## src/rtl/bcd_to_bin_conv.sv

```systemverilog
// Sequential packed-BCD to binary converter using reverse double-dabble.
// One result bit is recovered per clock; start/busy/done handshake.
module bcd_to_bin_conv #(
    parameter int unsigned DIGITS = 3,
    parameter int unsigned BIN_W  = 10
) (
    input  logic                  clk_50MHz,
    input  logic                  reset,
    input  logic                  start,
    input  logic [4*DIGITS-1:0]   bcd_in,
    output logic [BIN_W-1:0]      bin_out,
    output logic                  busy,
    output logic                  done,
    output logic                  err
);

    localparam int unsigned BCD_W  = 4 * DIGITS;
    localparam int unsigned WORK_W = BCD_W + BIN_W;
    localparam int unsigned CNT_W  = $clog2(BIN_W + 1);
    localparam logic [CNT_W-1:0] CNT_LAST = CNT_W'(BIN_W - 1);

    typedef enum logic [1:0] {
        StIdle,
        StShift,
        StDone
    } state_e;

    state_e              state_q, state_d;
    logic [WORK_W-1:0]   work_q;
    logic [CNT_W-1:0]    cnt_q;
    logic                err_pend_q;
    logic [BIN_W-1:0]    bin_hold_q;
    logic                err_hold_q;
    logic [BIN_W-1:0]    result;

    function automatic logic any_invalid(input logic [BCD_W-1:0] v);
        logic bad;
        bad = 1'b0;
        for (int unsigned i = 0; i < DIGITS; i++) begin
            if (v[4*i +: 4] > 4'd9) begin
                bad = 1'b1;
            end
        end
        return bad;
    endfunction

    // Shift right, then pull each BCD digit back from 8..15 by 3 (no inter-digit carry).
    function automatic logic [WORK_W-1:0] shift_adjust(input logic [WORK_W-1:0] w);
        logic [WORK_W-1:0] s;
        s = w >> 1;
        for (int unsigned i = 0; i < DIGITS; i++) begin
            if (s[BIN_W + 4*i +: 4] >= 4'd8) begin
                s[BIN_W + 4*i +: 4] = s[BIN_W + 4*i +: 4] - 4'd3;
            end
        end
        return s;
    endfunction

    always_ff @(posedge clk_50MHz or posedge reset) begin
        if (reset) begin
            state_q <= StIdle;
        end else begin
            state_q <= state_d;
        end
    end

    always_comb begin
        state_d = state_q;
        unique case (state_q)
            StIdle: begin
                if (start) begin
                    state_d = StShift;
                end
            end
            StShift: begin
                // An invalid capture spends one busy cycle here without shifting.
                if (err_pend_q || (cnt_q == CNT_LAST)) begin
                    state_d = StDone;
                end
            end
            StDone: begin
                state_d = StIdle;
            end
            default: begin
                state_d = StIdle;
            end
        endcase
    end

    always_ff @(posedge clk_50MHz or posedge reset) begin
        if (reset) begin
            work_q     <= '0;
            cnt_q      <= '0;
            err_pend_q <= 1'b0;
            bin_hold_q <= '0;
            err_hold_q <= 1'b0;
        end else begin
            unique case (state_q)
                StIdle: begin
                    if (start) begin
                        work_q     <= {bcd_in, {BIN_W{1'b0}}};
                        cnt_q      <= '0;
                        err_pend_q <= any_invalid(bcd_in);
                    end
                end
                StShift: begin
                    if (!err_pend_q) begin
                        work_q <= shift_adjust(work_q);
                        cnt_q  <= cnt_q + CNT_W'(1);
                    end
                end
                StDone: begin
                    bin_hold_q <= result;
                    err_hold_q <= err_pend_q;
                end
                default: begin
                    work_q <= work_q;
                end
            endcase
        end
    end

    assign result = err_pend_q ? '0 : work_q[BIN_W-1:0];

    always_comb begin
        busy    = 1'b0;
        done    = 1'b0;
        bin_out = bin_hold_q;
        err     = err_hold_q;
        unique case (state_q)
            StShift: begin
                busy = 1'b1;
            end
            StDone: begin
                done    = 1'b1;
                bin_out = result;
                err     = err_pend_q;
            end
            default: begin
                busy = 1'b0;
            end
        endcase
    end

endmodule

```

## config.mk

```make
export PLATFORM = sky130hd
export DESIGN_NAME = bcd_to_bin_conv
export DESIGN_NICKNAME = d
export VERILOG_FILES = /design/src/rtl/bcd_to_bin_conv.sv
export SDC_FILE = /design/constraint.sdc
export NUM_CORES = 1
export LEC_CHECK = 0
export ABC_AREA = 1
export CELL_PAD_IN_SITES_DETAIL_PLACEMENT = 2
export CELL_PAD_IN_SITES_GLOBAL_PLACEMENT = 2
export CORE_MARGIN = 2
export CORE_UTILIZATION = 29
export CTS_CLUSTER_DIAMETER = 50
export DETAILED_ROUTE_END_ITERATION = 7
export PLACE_DENSITY_LB_ADDON = 0.2
export SLEW_MARGIN = 20
export SYNTH_ARGS = -nofsm -noshare
export SYNTH_HDL_FRONTEND = slang
export SYNTH_SLANG_ARGS = --single-unit
```

## constraint.sdc

```tcl
create_clock -name clk_50MHz -period 1.2 [get_ports clk_50MHz]
set_clock_uncertainty 0.05 [all_clocks]
set_input_delay 0.12 -clock clk_50MHz [delete_from_list [all_inputs] [get_ports clk_50MHz]]
set_output_delay 0.12 -clock clk_50MHz [all_outputs]
set_load 0.05 [all_outputs]
```

==> results of run 1 <==
## path summary, 6_finish.rpt
check	start	end	depth (start not counted)	slack (ps)
worst max-delay path	state_q[0]	bin_out[9]	5	-520
worst min-delay path	reset	work_q[8]	3	120
worst max register to register	state_q[0]	work_q[2]	9	-440
worst min register to register	bin_hold_q[5]	bin_hold_q[5]	2	480
max in group asynchronous	reset	state_q[0]	3	760
min in group clk_50MHz	bcd_in[11]	work_q[21]	3	330
## layer usage
metal,up-vias,part of all wire [%]
li1,895,-
met1,994,39
met2,45,55
met3,18,3.5
met4,0,2.4
met5,-,0
## worst max-delay path, delay by kind of cell, from the launching register on
kind,cells,cell delay (ps)
DFF,1,450
and+or+nand+nor,2,280
AOI/OAI and AO/OA,1,190
buffers and inverters,2,320
## final cells by class
class | count | area share (%)
clock buffer | 5 | 2.00
multi-input combinational | 157 | 33.6
inverter | 34 | 4.21
tap | 80 | 2.90
sequential | 40 | 29.1
clock inverter | 3 | 1.34
timing repair buffer | 71 | 26.9
## timing repair
item / CTS / global route
gates resized for setup: 50 / 28
gates cloned: 5 / 1
buffers inserted: 14 / 6
pin swaps: 8 / 15
setup endpoints to repair: 41 / 53
## flip-flops by register name (all words and copies together), names as in the netlist
signal,flops
err_hold_q,1
cnt_q,4
work_q,22
bin_hold_q,10
err_pend_q,1
state_q,2
## per-stage QoR
stage	setup slack, ps	utilization, %	hold slack [ps]	cell area [um2]	TNS [ps]
CTS	-427	49.3	143	3290	-12300
global route	-583	51.6	147	3450	-19140
detailed placement	-247	40.9	439	2730	-6200
global placement	-211	40.9	427	2730	-5080
finish	-519	51.6	118	3450	-16500
floorplan	-500	-	197	2080	-9980
## cell usage in the layout (no fill, tap or decap), types with 6 or more instances in the layout
master and count:
nand3_1 12, o21ai_4 10, nand2_2 7, nand2_1 71
clkdlybuf4s50_1 14, ha_1 6, inv_1 29, buf_12 22
buf_4 21, dfrtp_1 38, buf_6 12, o22ai_2 8
## power by group through the flow
| stage | Sequential (uW) | Combinational, uW | Clock, uW |
|---|---|---|---|
| after CTS | 2110 | 6220 | 1190 |
| after floorplan | 2080 | 2770 | 0 |
| after global routing | 2230 | 7480 | 1280 |
| after global placement | 2100 | 4440 | 0 |
| final | 2190 | 7050 | 1210 |
| after detailed placement | 2140 | 4580 | 0 |
## logic make-up after synthesis
| logic type | count (synthesis) | synth area share [%] |
|---|---|---|
| buf+inv | 41 | 9.93 |
| compound gates | 37 | 10.7 |
| flops | 40 | 50.6 |
| fa+ha+maj | 6 | 3.79 |
| simple gates | 110 | 25.0 |
==> results.sh, run 1 <==
export IMPL_cp_end_kind="output pin"
export IMPL_vias=1952
export IMPL_fmax_ghz=0.582
export IMPL_met1_usage_pct=26.2
export IMPL_critPathRequiredTime_ps=1030
export IMPL_yosys_area_top_type="dfrtp_1"
export IMPL_antenna_found_initial=0
export IMPL_overflow=0
export IMPL_slew_violations=0
export IMPL_ys_seq_area_share_pct=50.6
export IMPL_power_frac_comb_pct=67.5
export IMPL_die_area_um2=7500
export IMPL_vias_per_cell=5.01
export IMPL_max_slew_margin_pct=83.1
export IMPL_tightestPinTransition_ps=254
export IMPL_peakVddDrop_uv=1580
export IMPL_fin_ws_ps=-519
export IMPL_io_buffer_count=27
export IMPL_ys_top_cells_by_area="dfrtp_1 (51%), nand2_1 (15%), inv_1 (5.9%), ha_1 (3.8%), nand3_1 (3.8%)"
export IMPL_synth_edf_count=0
export IMPL_grt_usage_pct=22.2
export IMPL_clk_pin_slew_ps=100
export IMPL_worstPathCellList="nor2_4 > nand2_4 > buf_4 > o21ai_4 > buf_12"
export IMPL_ys_top_cells_by_count="nand2_1 (79), dfrtp_1 (40), inv_1 (31), nand3_1 (15), o21ai_0 (11)"
export IMPL_die_w_um=86.6
export IMPL_drv_cap=0
export IMPL_switching_share_pct=47.3
export IMPL_routedWlPerCell_um=22.2
export IMPL_fp_dieH_um=86.6
export IMPL_pwr_share_clk_pct=11.5
export IMPL_p_total_uw=10400
export IMPL_avgSynthCellArea_um2=8.45
export IMPL_dpl_cell_count=357
export IMPL_period_share_pct=143
export IMPL_cpPeakStageDelay_ps=450
export IMPL_synthCells=234
export IMPL_seqCellArea_um2=1000
export IMPL_wl_um=8670
export IMPL_clockRootBuffer="clkbuf_8"
export IMPL_clockBufferDepth=2
export IMPL_htree_levels=2
export IMPL_dr_first_iter_drc_count=121
export IMPL_worstSkewPairLatency_ps=320
export IMPL_switchingPower_uw=4930
export IMPL_antenna_cells=0
export IMPL_gp_congestion=0.736
export IMPL_yosys_most_used_dff="dfrtp_1"
export IMPL_grt_pass1_vias=2225
export IMPL_hp_class="primary input to asynchronous set/reset pin"
export IMPL_top_usage_layer="met2"
export IMPL_rsz0062_at_grt="yes"
export IMPL_crit_path_top_delay_cell="dfrtp_2"
export IMPL_power_leakage_uw=0.00159
export IMPL_grt_max_degree=41
export IMPL_hpwl_um=4020
export IMPL_drc=0
export IMPL_cts_buffers=5
export IMPL_grt_pass1_wl_um=12300
export IMPL_async_reset_ff_share_pct=100
export IMPL_multi_input_area_um2=1160
export IMPL_synth_top_area_share_pct=50.6
export IMPL_cts_tree="done"
export IMPL_syn_to_final_growth_pct=74.3
export IMPL_fill_cells=682
export IMPL_finalSetupViolCount=45
export IMPL_outcome="finished, violations left"
export IMPL_layout_nets=330
export IMPL_use_met2_pct=40.2
export IMPL_rows=30
export IMPL_ys_ff_latch=40
export IMPL_cts_hold_buf=0
export IMPL_ios=28
export IMPL_critPathMaxFanout=3
export IMPL_drtPass1Iterations=4
export IMPL_clkSinkCount=40
export IMPL_yosysUniqueCellTypes=23
export IMPL_power_per_cell_area_nw_per_um2=3030
export IMPL_p_seq_share_pct=20.9
export IMPL_hold_viol=0
export IMPL_fin_cells=390
export IMPL_yosysMostFrequentCell="nand2_1"
export IMPL_failed_checks="negative setup slack"
export IMPL_start_kind="flop"
export IMPL_layout_min_cycle_time_ps=1720
export IMPL_synth_net_count=255
export IMPL_worst_setup_path_type="flop to output pin"
export IMPL_use_met3_pct=4.57
export IMPL_postRouteAntennaNets=0
export IMPL_worstPathArrival_ps=1550
export IMPL_synth_area_um2=1980
export IMPL_start_util_pct=29.6
export IMPL_p_int_uw=5500
export IMPL_core_area_um2=6680
export IMPL_drive_gt1_share_pct=40.0
export IMPL_yosysWarnings=0
No activity file was read; power rests on OpenSTA's default activity.
==> inputs of run 2 (changes only) <==
- CELL_PAD_IN_SITES_DETAIL_PLACEMENT: 2 -> 1
==> results.sh, run 2 (synthesis gave the netlist of run 1 again) <==
export IMPL_hold_viol=0
export IMPL_peakVddDrop_uv=1480
export IMPL_fmax_ghz=0.607
export IMPL_max_slew_margin_pct=83.6
export IMPL_dr_first_iter_drc_count=74
export IMPL_postRouteAntennaNets=0
export IMPL_grt_usage_pct=17.6
export IMPL_top_register="work_q"
export IMPL_worstPathCellList="inv_4 > nor2_4 > buf_4 > buf_6 > o21a_4 > buf_12"
export IMPL_layout_common_cells="nand2_1 (70), dfrtp_1 (39), inv_1 (30)"
export IMPL_rsz0062_at_grt="yes"
export IMPL_crit_path_top_delay_cell="dfrtp_2"
export IMPL_placed_area_um2=2730
export IMPL_fin_ws_ps=-448
export IMPL_die_w_um=86.6
export IMPL_reg_largest_list="work_q (22), bin_hold_q (10), cnt_q (4)"
export IMPL_outcome="finished, violations left"
export IMPL_power_per_cell_area_nw_per_um2=2840
export IMPL_rows=30
export IMPL_worstSkewPairLatency_ps=300
export IMPL_finalSetupViolCount=43
export IMPL_p_total_uw=9470
export IMPL_cts_tree="done"
export IMPL_io_buffer_count=27
export IMPL_clockBufferDepth=2
export IMPL_reg2reg_slack_ps=-340
export IMPL_largest_reg_flops=22
export IMPL_antenna_cells=0
export IMPL_worst_setup_path_type="flop to output pin"
export IMPL_hp_class="primary input to asynchronous set/reset pin"
export IMPL_fp_dieH_um=86.6
export IMPL_period_share_pct=137
export IMPL_final_area_um2=3340
export IMPL_cpPeakStageDelay_ps=430
export IMPL_critPathRequiredTime_ps=1030
export IMPL_grt_pass1_vias=1960
export IMPL_drtPass1Iterations=4
export IMPL_hpwl_um=3460
export IMPL_clockRootBuffer="clkbuf_8"
export IMPL_r2r_end="work_q[19]"
export IMPL_overflow=0
export IMPL_htree_levels=2
export IMPL_start_kind="flop"
export IMPL_syn_to_final_growth_pct=68.7
export IMPL_clk_pin_slew_ps=90
export IMPL_failed_checks="negative setup slack"
export IMPL_drive_gt1_share_pct=37.0
export IMPL_routedWlPerCell_um=15.8
export IMPL_grt_pass1_wl_um=10200
export IMPL_reg2reg_depth=9
export IMPL_layout_nets=325
export IMPL_reg2reg_from="state_q[1]"
export IMPL_path_delay_family="buffers and inverters"
export IMPL_antenna_found_initial=0
export IMPL_clkSinkCount=40
export IMPL_die_area_um2=7500
export IMPL_crit_path_start="state_q[1]"
export IMPL_cp_num_buf_inv=4
export IMPL_critPathMaxFanout=2
export IMPL_ios=28
export IMPL_layout_min_cycle_time_ps=1650
export IMPL_worstPathArrival_ps=1480
export IMPL_cts_hold_buf=0
export IMPL_cp_end_kind="output pin"
export IMPL_wl_um=6080
export IMPL_cts_buffers=5
export IMPL_grt_max_degree=41
export IMPL_gp_congestion=0.736
export IMPL_drc=0
export IMPL_layout_commonest_cell="nand2_1"
export IMPL_vias=1811
export IMPL_start_util_pct=29.6
export IMPL_vias_per_cell=4.70
export IMPL_drv_cap=0
export IMPL_slew_violations=0
export IMPL_dpl_worst_slack_ps=-233
export IMPL_tightestPinTransition_ps=246
export IMPL_power_leakage_uw=0.00155
export IMPL_core_area_um2=6680
[run 2: changes by cell type in the layout (fill, tap and decap cells not counted), sizes merged]
cell and delta:
clkbuf -1, inv -1, bufinv -1, clkinv +3, clkinvlp -1, buf -4
[run 2: how the worst max path moves through the flow]
stage,to,depth (start not counted)
floorplan,bin_hold_q[0],5
global route,bin_out[0],6
global placement,work_q[16],7
detailed placement,work_q[12],7
CTS,err,6
finish,err,6
[run 2: timing repair]
action | 4_1_cts | 5_1_grt
hold endpoints to repair | 0 | 0
resized for setup | 39 | 24
setup endpoints to repair | 40 | 42
pin swaps | 11 | 11
cloned | 5 | 1
setup buffers | 13 | 1
[run 2: metrics by stage]
step	hold WS, ps	utilization, %	cells	TNS [ps]
floorplan	197	-	234	-9980
CTS	142	48.4	383	-11980
detailed placement	442	40.9	357	-5680
global route	176	49.9	385	-15310
global placement	427	40.9	357	-5080
finish	126	49.9	385	-12890
[run 2: cell type report]
type	count	area (um2)
Sequential cell	40	1000
Timing Repair Buffer	66	887
Clock inverter	3	18.8
Clock buffer	5	68.8
Fill cell	773	3340
Tap cell	80	100
Multi-Input combinational cell	157	1120
Inverter	34	140
[run 2: routing by layer]
metal / global-route usage, % / part of all wire [%] / wire length (um)
met5: 0 / 0 / 0
met2: 29.7 / 50 / 3070
met4: 3.84 / 1.6 / 96
met3: 2.57 / 3.1 / 191
met1: 24.1 / 45 / 2720
[run 2: where the power goes]
| group | switching [uW] | leakage [uW] | total, uW | internal (uW) |
|---|---|---|---|---|
| Clock | 509 | 0.0000479 | 915 | 406 |
| Sequential | 304 | 0.000528 | 2110 | 1800 |
| Combinational | 3480 | 0.000978 | 6450 | 2980 |
| Total | 4290 | 0.00155 | 9470 | 5180 |
[run 2: tightest hold or removal path, delay by kind of cell]
| kind | cells | cell delay (ps) |
|---|---|---|
| buffers and inverters | 3 | 740 |
==> inputs of run 3 (changes only) <==
- ABC_AREA: 1 -> default
- CORE_UTILIZATION: 29 -> 31
==> results.sh, run 3 <==
export IMPL_ys_seq_area_share_pct=53.5
export IMPL_drc=0
export IMPL_ys_ff_latch=40
export IMPL_postRouteAntennaNets=0
export IMPL_rows=28
export IMPL_async_reset_ff_share_pct=100
export IMPL_grt_pass1_wl_um=9090
export IMPL_clkSinkCount=40
export IMPL_core_area_um2=5890
export IMPL_final_area_um2=3210
export IMPL_ys_top_cells_by_count="dfrtp_1 (40), nand2_1 (24), nand2b_1 (15), o21ai_0 (14), a22o_1 (11)"
export IMPL_gp_congestion=0.772
export IMPL_switching_share_pct=38.8
export IMPL_antenna_cells=0
export IMPL_cp_num_buf_inv=5
export IMPL_reg_largest_list="work_q (22), bin_hold_q (10), cnt_q (4)"
export IMPL_ios=28
export IMPL_clockRootBuffer="clkbuf_8"
export IMPL_reg2reg_depth=8
export IMPL_die_w_um=81.7
export IMPL_vias_per_cell=4.92
export IMPL_pwr_share_clk_pct=16.0
export IMPL_power_frac_comb_pct=55.1
export IMPL_synth_edf_count=0
export IMPL_power_per_cell_area_nw_per_um2=2120
export IMPL_cts_buffers=5
export IMPL_synth_top_area_share_pct=53.5
export IMPL_yosysMostFrequentCell="dfrtp_1"
export IMPL_grt_pass1_vias=1853
export IMPL_critPathRequiredTime_ps=1330
export IMPL_dr_first_iter_drc_count=35
export IMPL_drtPass1Iterations=4
export IMPL_drive_gt1_share_pct=42.9
export IMPL_yosys_area_top_type="dfrtp_1"
export IMPL_cts_tree="done"
export IMPL_hp_class="primary input to asynchronous set/reset pin"
export IMPL_routedWlPerCell_um=16.8
export IMPL_ys_top_cells_by_area="dfrtp_1 (54%), a22o_1 (5.2%), nand2b_1 (5.0%), nand2_1 (4.8%), ha_1 (4.0%)"
export IMPL_synthCells=180
export IMPL_io_buffer_count=27
export IMPL_grt_max_degree=41
export IMPL_htree_levels=2
export IMPL_synth_net_count=201
export IMPL_fin_ws_ps=-481
export IMPL_vias=1642
export IMPL_top_register="work_q"
export IMPL_clockBufferDepth=2
export IMPL_finalSetupViolCount=48
export IMPL_yosysWarnings=0
export IMPL_worstPathArrival_ps=1810
export IMPL_wl_um=5610
export IMPL_critPathMaxFanout=7
export IMPL_fin_util_pct=54.5
export IMPL_hpwl_um=3460
export IMPL_hold_viol=0
export IMPL_period_share_pct=140
export IMPL_path_common_cell="buf_6"
export IMPL_p_int_uw=4170
export IMPL_fmax_ghz=0.595
export IMPL_drv_cap=0
export IMPL_power_leakage_uw=0.00143
export IMPL_outcome="finished, violations left"
export IMPL_avgSynthCellArea_um2=10.4
export IMPL_cp_depth=8
export IMPL_start_util_pct=31.8
export IMPL_yosys_most_used_dff="dfrtp_1"
export IMPL_clk_pin_slew_ps=80
export IMPL_syn_to_final_growth_pct=71.6
export IMPL_placed_area_um2=2670
export IMPL_largest_reg_flops=22
export IMPL_cp_end_kind="flop"
export IMPL_tightestPinTransition_ps=297
export IMPL_worst_setup_path_type="flop to flop"
export IMPL_start_kind="flop"
export IMPL_worstPathCellList="buf_4 > buf_6 > nor3b_4 > buf_6 > buf_6 > buf_6 > nor2_4 > a22o_1"
export IMPL_synth_area_um2=1870
export IMPL_fp_dieH_um=81.7
export IMPL_cpPeakStageDelay_ps=430
export IMPL_layout_min_cycle_time_ps=1680
export IMPL_slew_violations=0
export IMPL_overflow=0
export IMPL_path_delay_family="buffers and inverters"
export IMPL_whs_ps=142
export IMPL_die_area_um2=6670
export IMPL_yosysUniqueCellTypes=28
export IMPL_failed_checks="negative setup slack"
export IMPL_max_slew_margin_pct=80.2
export IMPL_crit_path_top_delay_cell="dfrtp_2"
export IMPL_switchingPower_uw=2640
export IMPL_peakVddDrop_uv=1140
export IMPL_p_seq_share_pct=28.9
export IMPL_rsz0062_at_grt="yes"
export IMPL_worstSkewPairLatency_ps=290
export IMPL_layout_common_cells="dfrtp_1 (38), buf_4 (27), buf_6 (18)"
export IMPL_layout_nets=279
export IMPL_layout_commonest_cell="dfrtp_1"
export IMPL_antenna_found_initial=0
export IMPL_grt_usage_pct=18.4
==> run 3: repair_timing <==
item | CTS | global route
setup buffers | 17 | 9
pin swaps | 16 | 15
resized for setup | 37 | 22
setup endpoints to repair | 50 | 44
gates cloned | 4 | 0
hold buffers | 0 | 0
hold endpoints to repair | 0 | 0
==> run 3: kinds of logic after synthesis <==
logic type | after synthesis | synth area share, %
XOR/XNOR | 6 | 2.81
AO/OA/AOI/OAI | 47 | 15.3
adder cells (fa/ha/maj) | 6 | 4.01
AND/OR/NAND/NOR | 56 | 15.7
multiplexers | 8 | 4.35
flip-flops | 40 | 53.5
buffers and inverters | 17 | 4.41
==> run 3: tightest hold or removal path, cell delays in order <==
cell and delay, ps:
clkdlybuf4s50_1 400, inv_1 90, buf_12 240
==> run 3: area by class of cell <==
cell class / instances / area (um2)
clock inverter: 2 / 35.0
tap: 75 / 93.8
sequential: 40 / 1000
fill: 627 / 2680
clock buffer: 6 / 72.6
timing repair buffer: 76 / 893
inverter: 9 / 40.0
multi-input combinational: 126 / 1070
==> run 3: power groups by stage <==
stage / Sequential (uW) / Combinational [uW] / Clock (uW)
after floorplan: 1970 / 1700 / 0
after global placement: 2000 / 2590 / 0
after detailed placement: 2030 / 2690 / 0
after CTS: 1950 / 3460 / 1130
after global routing: 2010 / 4030 / 1160
final: 1960 / 3750 / 1090
==> run 3: path summary, 6_finish.rpt <==
path	end	start	slack (ps)
worst max-delay path	work_q[2]	state_q[1]	-480
worst min-delay path	err_hold_q	reset	140
worst max register to register	work_q[2]	state_q[1]	-480
worst min register to register	work_q[9]	work_q[10]	460
max in group asynchronous	state_q[0]	reset	740
min in group clk_50MHz	work_q[17]	bcd_in[7]	380
==> run 3: through the flow <==
stage / instances / setup TNS, ps / worst slack (ps) / total power [uW]
4_1_cts: 326 / -15980 / -458 / 6530
3_3_place_gp: 298 / -16950 / -670 / 4590
2_1_floorplan: 180 / -5960 / -176 / 3670
5_1_grt: 334 / -19190 / -505 / 7210
6_report: 334 / -17580 / -481 / 6810
3_5_place_dp: 298 / -19160 / -772 / 4710
==> run 3: per-layer routing <==
layer	routed length, um	global-route usage, %	vias up	part of all wire (%)
met1	2100	19.8	818	37
met5	0	0	-	0
li1	-	-	775	-
met2	3180	35.9	39	57
met3	196	3.74	10	3.5
met4	138	5.33	0	2.5
